File: config.mk
export PLATFORM = sky130hd
export DESIGN_NAME = uart_rx_param
export DESIGN_NICKNAME = d
export VERILOG_FILES = /design/src/rtl/uart_rx_param.sv
export SDC_FILE = /design/constraint.sdc
export NUM_CORES = 1
export LEC_CHECK = 0
export ABC_AREA = 1
export ABC_CLOCK_PERIOD_IN_PS = 1800
export CAP_MARGIN = 30
export CORE_MARGIN = 10
export CORE_UTILIZATION = 56
export DETAILED_ROUTE_END_ITERATION = 8
export GPL_TIMING_DRIVEN = 1
export PLACE_DENSITY = 0.82
export SLEW_MARGIN = 0
export SYNTH_ARGS = -nofsm -noshare
export SYNTH_HDL_FRONTEND = slang
export SYNTH_SLANG_ARGS = --single-unit
File: constraint.sdc
create_clock -name clk -period 1.8 [get_ports clk]
set_clock_uncertainty 0.1 [all_clocks]
set_input_delay 0.45 -clock clk [delete_from_list [all_inputs] [get_ports clk]]
set_output_delay 0.45 -clock clk [all_outputs]
set_load 0.005 [all_outputs]
File: src/rtl/uart_rx_param.sv
// Parametrised UART receiver with glitch-rejecting start detect, parity/framing/overrun flags and a holding register.
// Latency: 2 clk sync + mid-bit sampling, outputs update 1 clk after last stop sample; no backpressure (unread data is overwritten, overrun flagged).
module uart_rx_param #(
  parameter int DATA_BITS  = 8,
  parameter int OVERSAMPLE = 16,
  parameter int STOP_BITS  = 1,
  parameter int PARITY_EN  = 0,
  parameter int PARITY_ODD = 0
) (
  input  logic                 clk,
  input  logic                 reset,
  input  logic                 s_tick,
  input  logic                 rx,
  input  logic                 rd,
  output logic [DATA_BITS-1:0] rx_data,
  output logic                 rx_valid,
  output logic                 framing_err,
  output logic                 parity_err,
  output logic                 overrun_err,
  output logic                 busy
);

  localparam int TW = $clog2(OVERSAMPLE);
  localparam int BW = $clog2(DATA_BITS + 1);
  localparam logic [TW-1:0] TICK_MID = TW'(OVERSAMPLE / 2 - 1);
  localparam logic [TW-1:0] TICK_END = TW'(OVERSAMPLE - 1);

  typedef enum logic [2:0] {
    IDLE,
    START,
    DATA,
    PARITY,
    STOP,
    BRK_WAIT
  } state_t;

  state_t               state, state_nxt;
  logic                 rx_meta, rx_sync;
  logic [TW-1:0]        tick_cnt;
  logic [BW-1:0]        bit_cnt;
  logic [DATA_BITS-1:0] shreg;
  logic                 ferr_acc, perr_acc;
  logic                 sample_end, frame_done, frame_ferr;

  always_ff @(posedge clk) begin
    if (reset) begin
      rx_meta <= 1'b1;
      rx_sync <= 1'b1;
    end else begin
      rx_meta <= rx;
      rx_sync <= rx_meta;
    end
  end

  // sample_end marks the mid-bit tick of each bit after the start bit
  always_comb begin
    sample_end = s_tick && (tick_cnt == TICK_END);
    frame_ferr = ferr_acc || !rx_sync;
    frame_done = 1'b0;
    state_nxt  = state;
    case (state)
      IDLE:     if (!rx_sync) state_nxt = START;
      START:    if (s_tick && (tick_cnt == TICK_MID)) state_nxt = rx_sync ? IDLE : DATA;
      DATA:     if (sample_end && (bit_cnt == BW'(DATA_BITS - 1)))
                  state_nxt = (PARITY_EN != 0) ? PARITY : STOP;
      PARITY:   if (sample_end) state_nxt = STOP;
      STOP:     if (sample_end && (bit_cnt == BW'(STOP_BITS - 1))) begin
                  frame_done = 1'b1;
                  state_nxt  = frame_ferr ? BRK_WAIT : IDLE;
                end
      BRK_WAIT: if (rx_sync) state_nxt = IDLE;
      default:  state_nxt = IDLE;
    endcase
  end

  always_ff @(posedge clk) begin
    if (reset) begin
      state    <= IDLE;
      tick_cnt <= '0;
      bit_cnt  <= '0;
      shreg    <= '0;
      ferr_acc <= 1'b0;
      perr_acc <= 1'b0;
    end else begin
      state <= state_nxt;

      if (state_nxt != state)
        tick_cnt <= '0;
      else if (s_tick && (state != IDLE))
        tick_cnt <= (tick_cnt == TICK_END) ? '0 : tick_cnt + 1'b1;

      if (state_nxt != state)
        bit_cnt <= '0;
      else if (sample_end && ((state == DATA) || (state == STOP)))
        bit_cnt <= bit_cnt + 1'b1;

      if ((state == DATA) && sample_end)
        shreg <= {rx_sync, shreg[DATA_BITS-1:1]};

      if (state == IDLE) begin
        ferr_acc <= 1'b0;
        perr_acc <= 1'b0;
      end else if ((state == STOP) && sample_end && !rx_sync) begin
        ferr_acc <= 1'b1;
      end else if ((state == PARITY) && sample_end) begin
        perr_acc <= ((^shreg) ^ rx_sync) != 1'(PARITY_ODD);
      end
    end
  end

  // A completing frame always wins over a same-cycle rd
  always_ff @(posedge clk) begin
    if (reset) begin
      rx_data     <= '0;
      rx_valid    <= 1'b0;
      framing_err <= 1'b0;
      parity_err  <= 1'b0;
      overrun_err <= 1'b0;
    end else if (frame_done) begin
      rx_data     <= shreg;
      framing_err <= frame_ferr;
      parity_err  <= perr_acc;
      rx_valid    <= 1'b1;
      overrun_err <= rx_valid && !rd;
    end else if (rd && rx_valid) begin
      rx_valid    <= 1'b0;
      overrun_err <= 1'b0;
    end
  end

  assign busy = (state != IDLE);

endmodule

==> results.json <==
{
  "status": "completed",
  "worstMarginPinSlew_ns": 0.3043,
  "r2r_setup_slack_ns": 0.09,
  "rr_startpoint": "tick_cnt[0]",
  "worst_ep_required_time_ns": 1.25,
  "nNetsFinal": 292,
  "grt_pass1_vias": 1551,
  "worstHoldPathCells": 1,
  "worst_slack_ns": 0.04280,
  "globalplace.congestion": 0.8202,
  "grt_pass1_wl_mm": 6.444,
  "rr_worst_depth": 10,
  "synth_compound_area_frac": 0.1122,
  "setup_violations": 0,
  "hold_buffers": 0,
  "via_count": 1595,
  "holdCritStartpoint": "rx_meta",
  "critPathMaxFanout": 4,
  "power.density_mw_per_mm2": 572.2,
  "drive_gt1_frac": 0.2430,
  "fin_area_mm2": 0.002285,
  "power_w": 0.001307,
  "yosysSeqAreaShare": 0.3763,
  "worstPathCellList": "clkdlybuf4s50_1",
  "yosys_warnings": 0,
  "r2r_end": "bit_cnt[1]",
  "hold_class": "reg2reg",
  "h-tree-depth": 2,
  "drtIter0Drc": 86,
  "layout_commonest_cell": "nand2_1",
  "grt_max_degree": 24,
  "cts_buffer_depth": 2,
  "netlist_area_mm2": 0.001862,
  "fin_crit_sh": 0.9762,
  "place_inst": 319,
  "synth_cell_types": 31,
  "synth_xor_area_frac": 0.06048,
  "route.detailed.drc": 0,
  "final_cell_count_no_fill": 328,
  "port_buffers": 17,
  "slew_headroom": 0.7964,
  "overflow": 0,
  "fmax_mhz": 569.1,
  "yosys_register_bits": 35,
  "p_leak_nw": 1.006,
  "placed_area_mm2": 0.002185,
  "io_pins": 18,
  "critPathLaunchType": "flop",
  "via_per_inst": 4.863,
  "routed_wl_mm": 3.550,
  "die_area_mm2": 0.006031,
  "hold-path-endpoint": "rx_sync",
  "slowest_stage": "clkdlybuf4s50_1",
  "synth_top_family_by_area": "simple AND/OR/NAND/NOR gates",
  "clkSinkCount": 35,
  "wire_per_inst_um": 10.82,
  "diodes": 0,
  "finalHoldViolations": 0,
  "rows": 20,
  "cts_root_buf": "clkbuf_4",
  "antenna_left": 0,
  "antenna_found_initial": 0,
  "synth_mux_area_frac": 0,
  "vdd_drop_max_mv": 0.3620,
  "synth-simple-area-share": 0.3360,
  "design.core.area_mm2": 0.003128,
  "critPathCaptureType": "output pin",
  "synth_area_per_cell_um2": 7.599,
  "numCtsBuffers": 5,
  "clk_latency_ns": 0.33,
  "synthAdderAreaFrac": 0.02016,
  "start_util": 0.5952,
  "fin_crit_ns": 1.757,
  "dp_hpwl_mm": 2.724,
  "worst-endpoint-arrival_ns": 1.21,
  "drt_first_pass_iters": 4,
  "post-place-ws_ns": -0.3027,
  "fp.dieW_um": 77.66,
  "layout_common_cells": "44 x nand2_1, 35 x inv_1, 29 x dfxtp_1",
  "clk_pin_slew_ns": 0.10,
  "grt_usage": 0.1272,
  "cpPeakStageDelay_ns": 0.50,
  "die_y_um": 77.66,
  "tritoncts": "yes",
  "max_cap_viol_count": 0,
  "synthCells": 245,
  "drv_slew": 0,
  "syn-num-nets": 253,
  "area.growth.synth_to_final_pct": 22.71,
  "rsz0062_at_grt": "yes",
  "crit_family": "buffers and inverters",
  "critPathBufInv": 1,
  "criticalPathCategory": "reg2out"
}
[stage by stage]
| step | TNS [ns] | utilization | hold WS (ns) |
|---|---|---|---|
| final | 0 | 0.7304 | 0.3246 |
| after global routing | -0.04359 | 0.7304 | 0.3528 |
| after CTS | -0.007235 | 0.7208 | 0.3297 |
| after detailed placement | -7.376 | 0.6984 | 0.3020 |
| after global placement | -5.889 | 0.6984 | 0.2906 |
| after floorplan | 0 | - | 0.2895 |
[cell type report]
type	count	area, µm²
clock buffers	6	51.30
clock inverters	1	5.005
repair buffers	36	307.8
fillers	263	843.3
inverters	39	146.4
well taps	44	55.05
flip-flops and latches	35	713.2
multi-input cells	167	1006
[report_power, final]
group	internal (W)	switching [W]
logic	0.0000398	0.0000589
clock network	0.000181	0.000249
registers	0.000776	0.00000268
total	0.000996	0.000311
[registers in the layout, summed over array words and instances, names as in the netlist]
register	count
rx_sync	1
framing_err	1
state	3
perr_acc	1
tick_cnt	4
overrun_err	1
rx_meta	1
parity_err	1
bit_cnt	4
shreg	8
rx_valid	1
rx_data	8
ferr_acc	1
[synthesized netlist by cell type]
cell type	instances	area, µm²
a21oi_1	16	80.08
nor3_1	2	10.01
xnor2_1	4	35.03
nor3b_4	1	18.77
dfxtp_1	35	700.7
ha_1	3	37.54
clkinv_1	1	3.750
nand3b_2	1	11.26
buf_1	2	7.510
a31oi_1	1	6.260
nand3_2	3	30.03
nand3b_1	1	7.510
nor3_2	8	80.08
nand3_1	8	40.04
nand2_1	45	168.9
nand4_1	3	18.77
xor2_1	7	61.31
o21ai_1	8	40.04
a211oi_2	1	12.51
nor2_1	26	97.59
buf_6	2	22.52
nor2_8	1	20.02
or2_2	2	12.51
inv_2	2	7.510
xor2_2	1	16.27
o21ai_0	14	70.07
inv_1	36	135.1
nand2_2	4	25.02
nor2_4	1	11.26
nand2_4	5	56.30
nand3_4	1	17.52
[layer usage]
| metal | share of wire | GRT usage | vias up |
|---|---|---|---|
| met5 | 0 | 0 | - |
| met4 | 0.017 | 0.05292 | 0 |
| met3 | 0.048 | 0.04493 | 8 |
| met2 | 0.50 | 0.2222 | 28 |
| met1 | 0.43 | 0.1356 | 707 |
| li1 | - | - | 852 |
[cell families after synthesis]
kind of cell,Yosys count
buffers and inverters,43
XOR/XNOR,12
flip-flops,35
AND/OR/NAND/NOR,112
adder cells (fa/ha/maj),3
AO/OA/AOI/OAI,40
[how the worst max path moves through the flow]
stage / slack (ns) / endpoint / startpoint / cells past startpoint
2_1_floorplan: 0.21 / tick_cnt[0] / tick_cnt[0] / 10
3_3_place_gp: -0.25 / tick_cnt[0] / s_tick / 9
3_5_place_dp: -0.30 / tick_cnt[2] / s_tick / 9
4_1_cts: -0.007 / busy / state[1] / 5
5_1_grt: -0.02 / tick_cnt[1] / tick_cnt[1] / 10
6_report: 0.04 / rx_valid / rx_valid / 1
[what timing repair did]
action | 4_1_cts | 5_1_grt
resized for setup | 5 | 14
setup buffers | 1 | 1
endpoints found under the hold margin | 0 | 0
endpoints found under the setup margin | 9 | 23
cloned | 0 | 0
pin swaps | 0 | 3
(Power assumes the default switching activity.)
==> RTL edit 1, RTL diff (config.mk and constraints unchanged) <==
Compare `bit_cnt` against `BW'(DATA_BITS - 1)` with >= in place of ==.
--- a/src/rtl/uart_rx_param.sv
+++ b/src/rtl/uart_rx_param.sv
@@ -61,7 +61,7 @@
     case (state)
       IDLE:     if (!rx_sync) state_nxt = START;
       START:    if (s_tick && (tick_cnt == TICK_MID)) state_nxt = rx_sync ? IDLE : DATA;
-      DATA:     if (sample_end && (bit_cnt == BW'(DATA_BITS - 1)))
+      DATA:     if (sample_end && (bit_cnt >= BW'(DATA_BITS - 1)))
                   state_nxt = (PARITY_EN != 0) ? PARITY : STOP;
       PARITY:   if (sample_end) state_nxt = STOP;
       STOP:     if (sample_end && (bit_cnt == BW'(STOP_BITS - 1))) begin
Function: no difference found for any inputs over 10 cycles, from zero or initial values and one cycle with reset high; that may be too few to reach the edited logic, so the function may still have changed.
==> RTL edit 1 against the original RTL <==
  * Clock power is 19% higher
  * Global-route usage up 0.26 points
  * Power is 7.3% higher
  * Non-clock buffer count up 7
  * Worst setup slack worse by 0.033 ns
  * Area after synthesis down 3.0%
  * Sequential cell count did not move
  * Utilization is 4.5 points higher
  * Cell area increased by 4.4%
  * Hold slack improved by 0.011 ns
  * Sequential power barely moved
  * Routed wire length up 9.5%
  * Critical path depth rose by 9
  * Critical endpoint is now bit_cnt[2]
  * Largest cell class unchanged
==> RTL edit 1: results (changes against the original RTL) <==
* Static leakage at 1.03 nW (+2.6%)
* Overall routing resource usage at 0.130 (+0.00261)
* Placer Congestion at 0.932 (+14%)
* Slew margin rel. at 0.828 (+0.0319)
* Drt wl/cell at 11.6 um (+6.9%)
* Root buf cell: clkbuf_4
* Top cells by count, synth: 46 x nand2_1, 35 x dfxtp_1, 31 x inv_1
* Dominant synthesized flop cell: dfxtp_1
* First-pass GRT wire length at 6.53 mm (+1.3%)
* Distinct cells, synth at 28 (-9.7%)
* Cell Area, Placed at 0.00216 sq mm (-1.3%)
* Drt first pass iters at 4 (unchanged)
* Pin count of the biggest net entering global routing at 19 (-21%)
* Mux share of post-synthesis cell area at 0 (unchanged)
* CP Max Fanout at 8 (+4)
* VDD IR max at 0.388 mV (+7.2%)
* Biggest regs: rx_data: 8 flops, shreg: 8 flops
* Synth Area in Adders at 0.0208 (+0.000629)
* CTS Buffer Depth at 2 (unchanged)
* Async SR Flop Fraction at 0 (unchanged)
* Top cells by area, synth: dfxtp_1 39%, nand2_1 9.6%, inv_1 6.4%
* Share of layout cells above drive strength 1 at 0.315 (+0.0721)
* Vias in the first global route at 1582 (+2.0%)
* Clock transition at path regs at 0.11 ns
* Total CTS buffers at 5 (unchanged)
* Iteration-0 DRC Markers at 79 (-8.1%)
* H-Tree Level Count at 2 (unchanged)
* Status: completed
* IO Port Bufs at 17 (unchanged)
* Reg2Reg Depth at 9 (-1)
* Compound-cell area share of the yosys netlist at 0.118 (+0.00558)
* Fin nets at 299 (+2.4%)
* Worst Hold Depth at 1 (unchanged)
* DP Worst Slack at -0.291 ns (+0.0116 ns)
* Post-DP HPWL at 2.72 mm (about the same)
* Clock latency on the worst-skew pair at 0.35 ns (+0.02 ns)
* Post-synthesis sequential area ratio at 0.388 (+0.0117)
* Ys Warns at 0 (unchanged)
* Antenna cell count at 0 (unchanged)
* Vias per cell at 5.01 (+3.0%)
* XOR/XNOR Fraction of Synth Area at 0.0582 (-0.00227)
* Hold Path Class: reg2reg
==> RTL edit 1: changes by cell type in the layout (fill, tap and decap cells not counted), moves of 2 or more <==
| cell | unedited run | this run |
|---|---|---|
| nor3_4 | 0 | 2 |
| inv_1 | 35 | 29 |
| nor2_2 | 1 | 6 |
| inv_2 | 3 | 6 |
| o21ai_1 | 10 | 6 |
| nor2_1 | 25 | 22 |
| dfxtp_1 | 29 | 19 |
| dfxtp_2 | 4 | 14 |
| a21oi_1 | 15 | 17 |
| buf_4 | 19 | 25 |
| o21ai_0 | 12 | 17 |
==> RTL edit 1: cell families after synthesis <==
kind of cell	count (synthesis)
adders and majority gates	3
buffers and inverters	40
AOI/OAI and AO/OA	41
DFF	35
xor gates and xnor gates	12
and+or+nand+nor	114
==> RTL edit 1: layout make-up <==
| cell class | count | area, sq um |
|---|---|---|
| clock buffers | 7 | 65.1 |
| clock inverters | 1 | 7.51 |
| fillers | 237 | 692 |
| inverters | 36 | 135 |
| multi-input cells | 170 | 1030 |
| flip-flops and latches | 35 | 726 |
| well taps | 44 | 55.1 |
| repair buffers | 43 | 367 |
==> RTL edit 1: power breakdown <==
part / leakage (nW) / switching, W / internal [W]
clock: 0.0375 / 0.000284 / 0.000228
combinational: 0.703 / 0.0000667 / 0.0000458
sequential: 0.291 / 0.00000284 / 0.000776
total: 1.03 / 0.000353 / 0.00105
==> RTL edit 1: through the flow <==
stage	setup TNS [ns]	util	hold WS (ns)	total power, W	std cells
detailed placement	-6.95	0.701	0.308	0.000896	322
CTS	-0.0181	0.725	0.337	0.00140	330
global route	-0.280	0.775	0.351	0.00146	336
finish	0	0.775	0.335	0.00140	336
global placement	-6.08	0.701	0.295	0.000894	322
floorplan	0	-	0.289	0.000853	245
==> RTL edit 1: path summary, 6_finish.rpt <==
kind                                  start  slack (ns)         end
worst max-delay path                 s_tick        0.01  bit_cnt[2]
worst min-delay path                rx_meta        0.34     rx_sync
worst min register to register      rx_meta        0.34     rx_sync
worst max register to register  tick_cnt[1]        0.04  bit_cnt[2]
==> RTL edit 1: routing by layer <==
layer / global-route usage / routed length [um] / share of wire
met1: 0.148 / 1740 / 0.45
met2: 0.210 / 1860 / 0.48
met3: 0.0501 / 200 / 0.051
met4: 0.0558 / 83 / 0.021
met5: 0 / 0 / 0
==> RTL edit 1: critical path, cell delays in order <==
cell and delay [ns]:
clkdlybuf4s50_1 0.50, buf_4 0.13, nand4_1 0.11, nand2_1 0.09, nand3_1 0.07, nor2_2 0.16
nand2_2 0.09, nand2_4 0.09, nand2_8 0.09, nor3_4 0.18
==> RTL edit 1: what timing repair did <==
item | CTS | global route
setup buffers | 0 | 6
pin swaps | 0 | 14
setup endpoints to repair | 2 | 39
resized for setup | 3 | 40
==> RTL edit 2, RTL diff (same settings) <==
Without the edit above. Set the parameter `DATA_BITS` to 4 (it was 8).
--- a/src/rtl/uart_rx_param.sv
+++ b/src/rtl/uart_rx_param.sv
@@ -1,7 +1,7 @@
 // Parametrised UART receiver with glitch-rejecting start detect, parity/framing/overrun flags and a holding register.
 // Latency: 2 clk sync + mid-bit sampling, outputs update 1 clk after last stop sample; no backpressure (unread data is overwritten, overrun flagged).
 module uart_rx_param #(
-  parameter int DATA_BITS  = 8,
+  parameter int DATA_BITS  = 4,
   parameter int OVERSAMPLE = 16,
   parameter int STOP_BITS  = 1,
   parameter int PARITY_EN  = 0,
Ports: changed (resized rx_data); port bits go from 18 to 14. No check against the original RTL was run, so the function may have changed too.
==> RTL edit 2 against the original RTL <==
  * Area after synthesis down 28%
  * Sequential share of layout area is 1.0 points lower
  * Sequential cell count fell by 9
  * Cell area shrank 23%
  * Worst setup slack better by 0.025 ns
  * Utilization up 5.8 points
  * Combinational power shrank 16%
  * Final cell count decreased by 25%
  * Power down 19%
  * Count of clock-buffer cells in the layout fell by 3
  * Routed wire length is 8.8% lower
  * Critical path type unchanged
==> RTL edit 2: results (changes against the original RTL) <==
* CP Max Fanout at 2 (-2)
* First-pass GRT wire length at 5.34 mm (-17%)
* Placed cell count at 239 (-25%)
* Cell count after synthesis at 180 (-27%)
* Post-DP HPWL at 2.49 mm (-8.7%)
* Iteration-0 DRC Markers at 60 (-30%)
* Routed vias at 1279 (-20%)
* Syn nets at 189 (-25%)
* Top cells by count, synth: 28 x nand2_1, 26 x dfxtp_1, 21 x nor2_1
* Fill count at 142 (-46%)
* FF-to-FF End: tick_cnt[2]
* Critical path's largest stage delay at 0.52 ns (+0.02 ns)
* Distinct cells, synth at 24 (-23%)
* DR WL met2 at 1.61 mm (-10%)
* Met3 usage at 0.0306 (-0.0143)
* Static leakage at 0.792 nW (-21%)
* Share of layout cells above drive strength 1 at 0.321 (+0.0781)
* GRT met2 Usage at 0.245 (+0.0232)
* Met3 wire len at 178 um (+5.3%)
* GRT met1 Usage at 0.171 (+0.0352)
* Clock transition at path regs at 0.14 ns (+0.04 ns)
* Biggest regs: rx_data: 4 flops, shreg: 4 flops, tick_cnt: 4 flops
* Placer Congestion at 0.888 (+8.2%)
* CP startpoint: framing_err
* IO Port Bufs at 13 (-4)
* Max Fclk at 0.577 GHz (+1.4%)
* DP Worst Slack at -0.280 ns (+0.0228 ns)
* Status: completed
* R2R setup slack at 0.11 ns (+0.02 ns)
* Clock latency on the worst-skew pair at 0.31 ns (-0.02 ns)
* Total CTS buffers at 3 (-2)
* Pin count of the biggest net entering global routing at 16 (-33%)
* Fin nets at 228 (-22%)
* Post-synthesis sequential area ratio at 0.390 (+0.0132)
* Worst-margin pin slew at 0.324 ns (+0.0195 ns)
* CP endpoint: framing_err
* Met1 WL at 1.40 mm (-8.3%)
* H-Tree Level Count at 1 (-1)
* Top cells by area, synth: dfxtp_1 39%, nand2_1 7.9%, nor2_1 5.9%
-- RTL edit 2: cell types whose count changed in the layout (fill, tap and decap cells not counted), sizes merged, moves of 3 or more --
cell | before | now
inv | 38 | 24
nor2 | 28 | 36
clkdlybuf4s50 | 16 | 10
o21ai | 22 | 12
nand3 | 12 | 15
clkbuf | 7 | 3
nand2 | 54 | 32
buf | 19 | 22
dfxtp | 35 | 26
xor2 | 8 | 4
nor3 | 10 | 3
a21oi | 16 | 12
-- RTL edit 2: stage by stage --
step | setup TNS (ns) | total power [W] | util | cell area [sq um]
2_1_floorplan | 0 | 0.000640 | - | 1340
3_3_place_gp | -3.45 | 0.000673 | 0.734 | 1640
3_5_place_dp | -4.44 | 0.000676 | 0.734 | 1640
4_1_cts | 0 | 0.00106 | 0.763 | 1700
5_1_grt | -0.00358 | 0.00110 | 0.789 | 1760
6_report | 0 | 0.00106 | 0.789 | 1760
-- RTL edit 2: cell type report --
cell class / count / area [sq um] / area share
clock inverter: 1 / 30.0 / 0.0170
timing repair buffer: 35 / 295 / 0.168
multi-input combinational: 128 / 753 / 0.428
tap: 28 / 35.0 / 0.0199
clock buffer: 3 / 22.5 / 0.0128
sequential: 26 / 532 / 0.302
inverter: 25 / 93.8 / 0.0533
-- RTL edit 2: what timing repair did --
action / in CTS / in global routing
pin swaps: 1 / 3
setup endpoints to repair: 3 / 18
buffers inserted: 1 / 2
gates resized for setup: 6 / 13
-- RTL edit 2: kinds of logic after synthesis --
| logic type | Yosys count | share of synthesized area |
|---|---|---|
| compound gates | 26 | 0.0993 |
| mux | 1 | 0.00843 |
| buf+inv | 26 | 0.0730 |
| flops | 26 | 0.390 |
| simple gates | 91 | 0.353 |
| fa+ha+maj | 4 | 0.0375 |
| xor+xnor | 6 | 0.0393 |
-- RTL edit 2: worst min path at each step --
stage,start,endpoint,slack (ns)
2_1_floorplan,rx_meta,rx_sync,0.29
3_3_place_gp,rx_meta,rx_sync,0.30
3_5_place_dp,rx_meta,rx_sync,0.31
4_1_cts,rx_meta,rx_sync,0.34
5_1_grt,rx_meta,rx_sync,0.36
6_report,rx_meta,rx_sync,0.34
-- RTL edit 2: where the power goes --
group / internal (W) / leakage, nW / switching [W]
Clock: 0.000225 / 0.0279 / 0.000169
Sequential: 0.000578 / 0.214 / 0.00000302
Combinational: 0.0000338 / 0.551 / 0.0000487
Total: 0.000837 / 0.792 / 0.000221
-- RTL edit 2: worst register-to-register path, stage by stage, from the launching register on --
cell and delay (ns):
dfxtp_4 0.40, ha_4 0.14, nand3_1 0.09, nor2_2 0.19
nand3_2 0.11, nand2_1 0.10, nand3_1 0.09, nor2_2 0.14
nor2_4 0.05, nand2_4 0.13, nor2_2 0.05
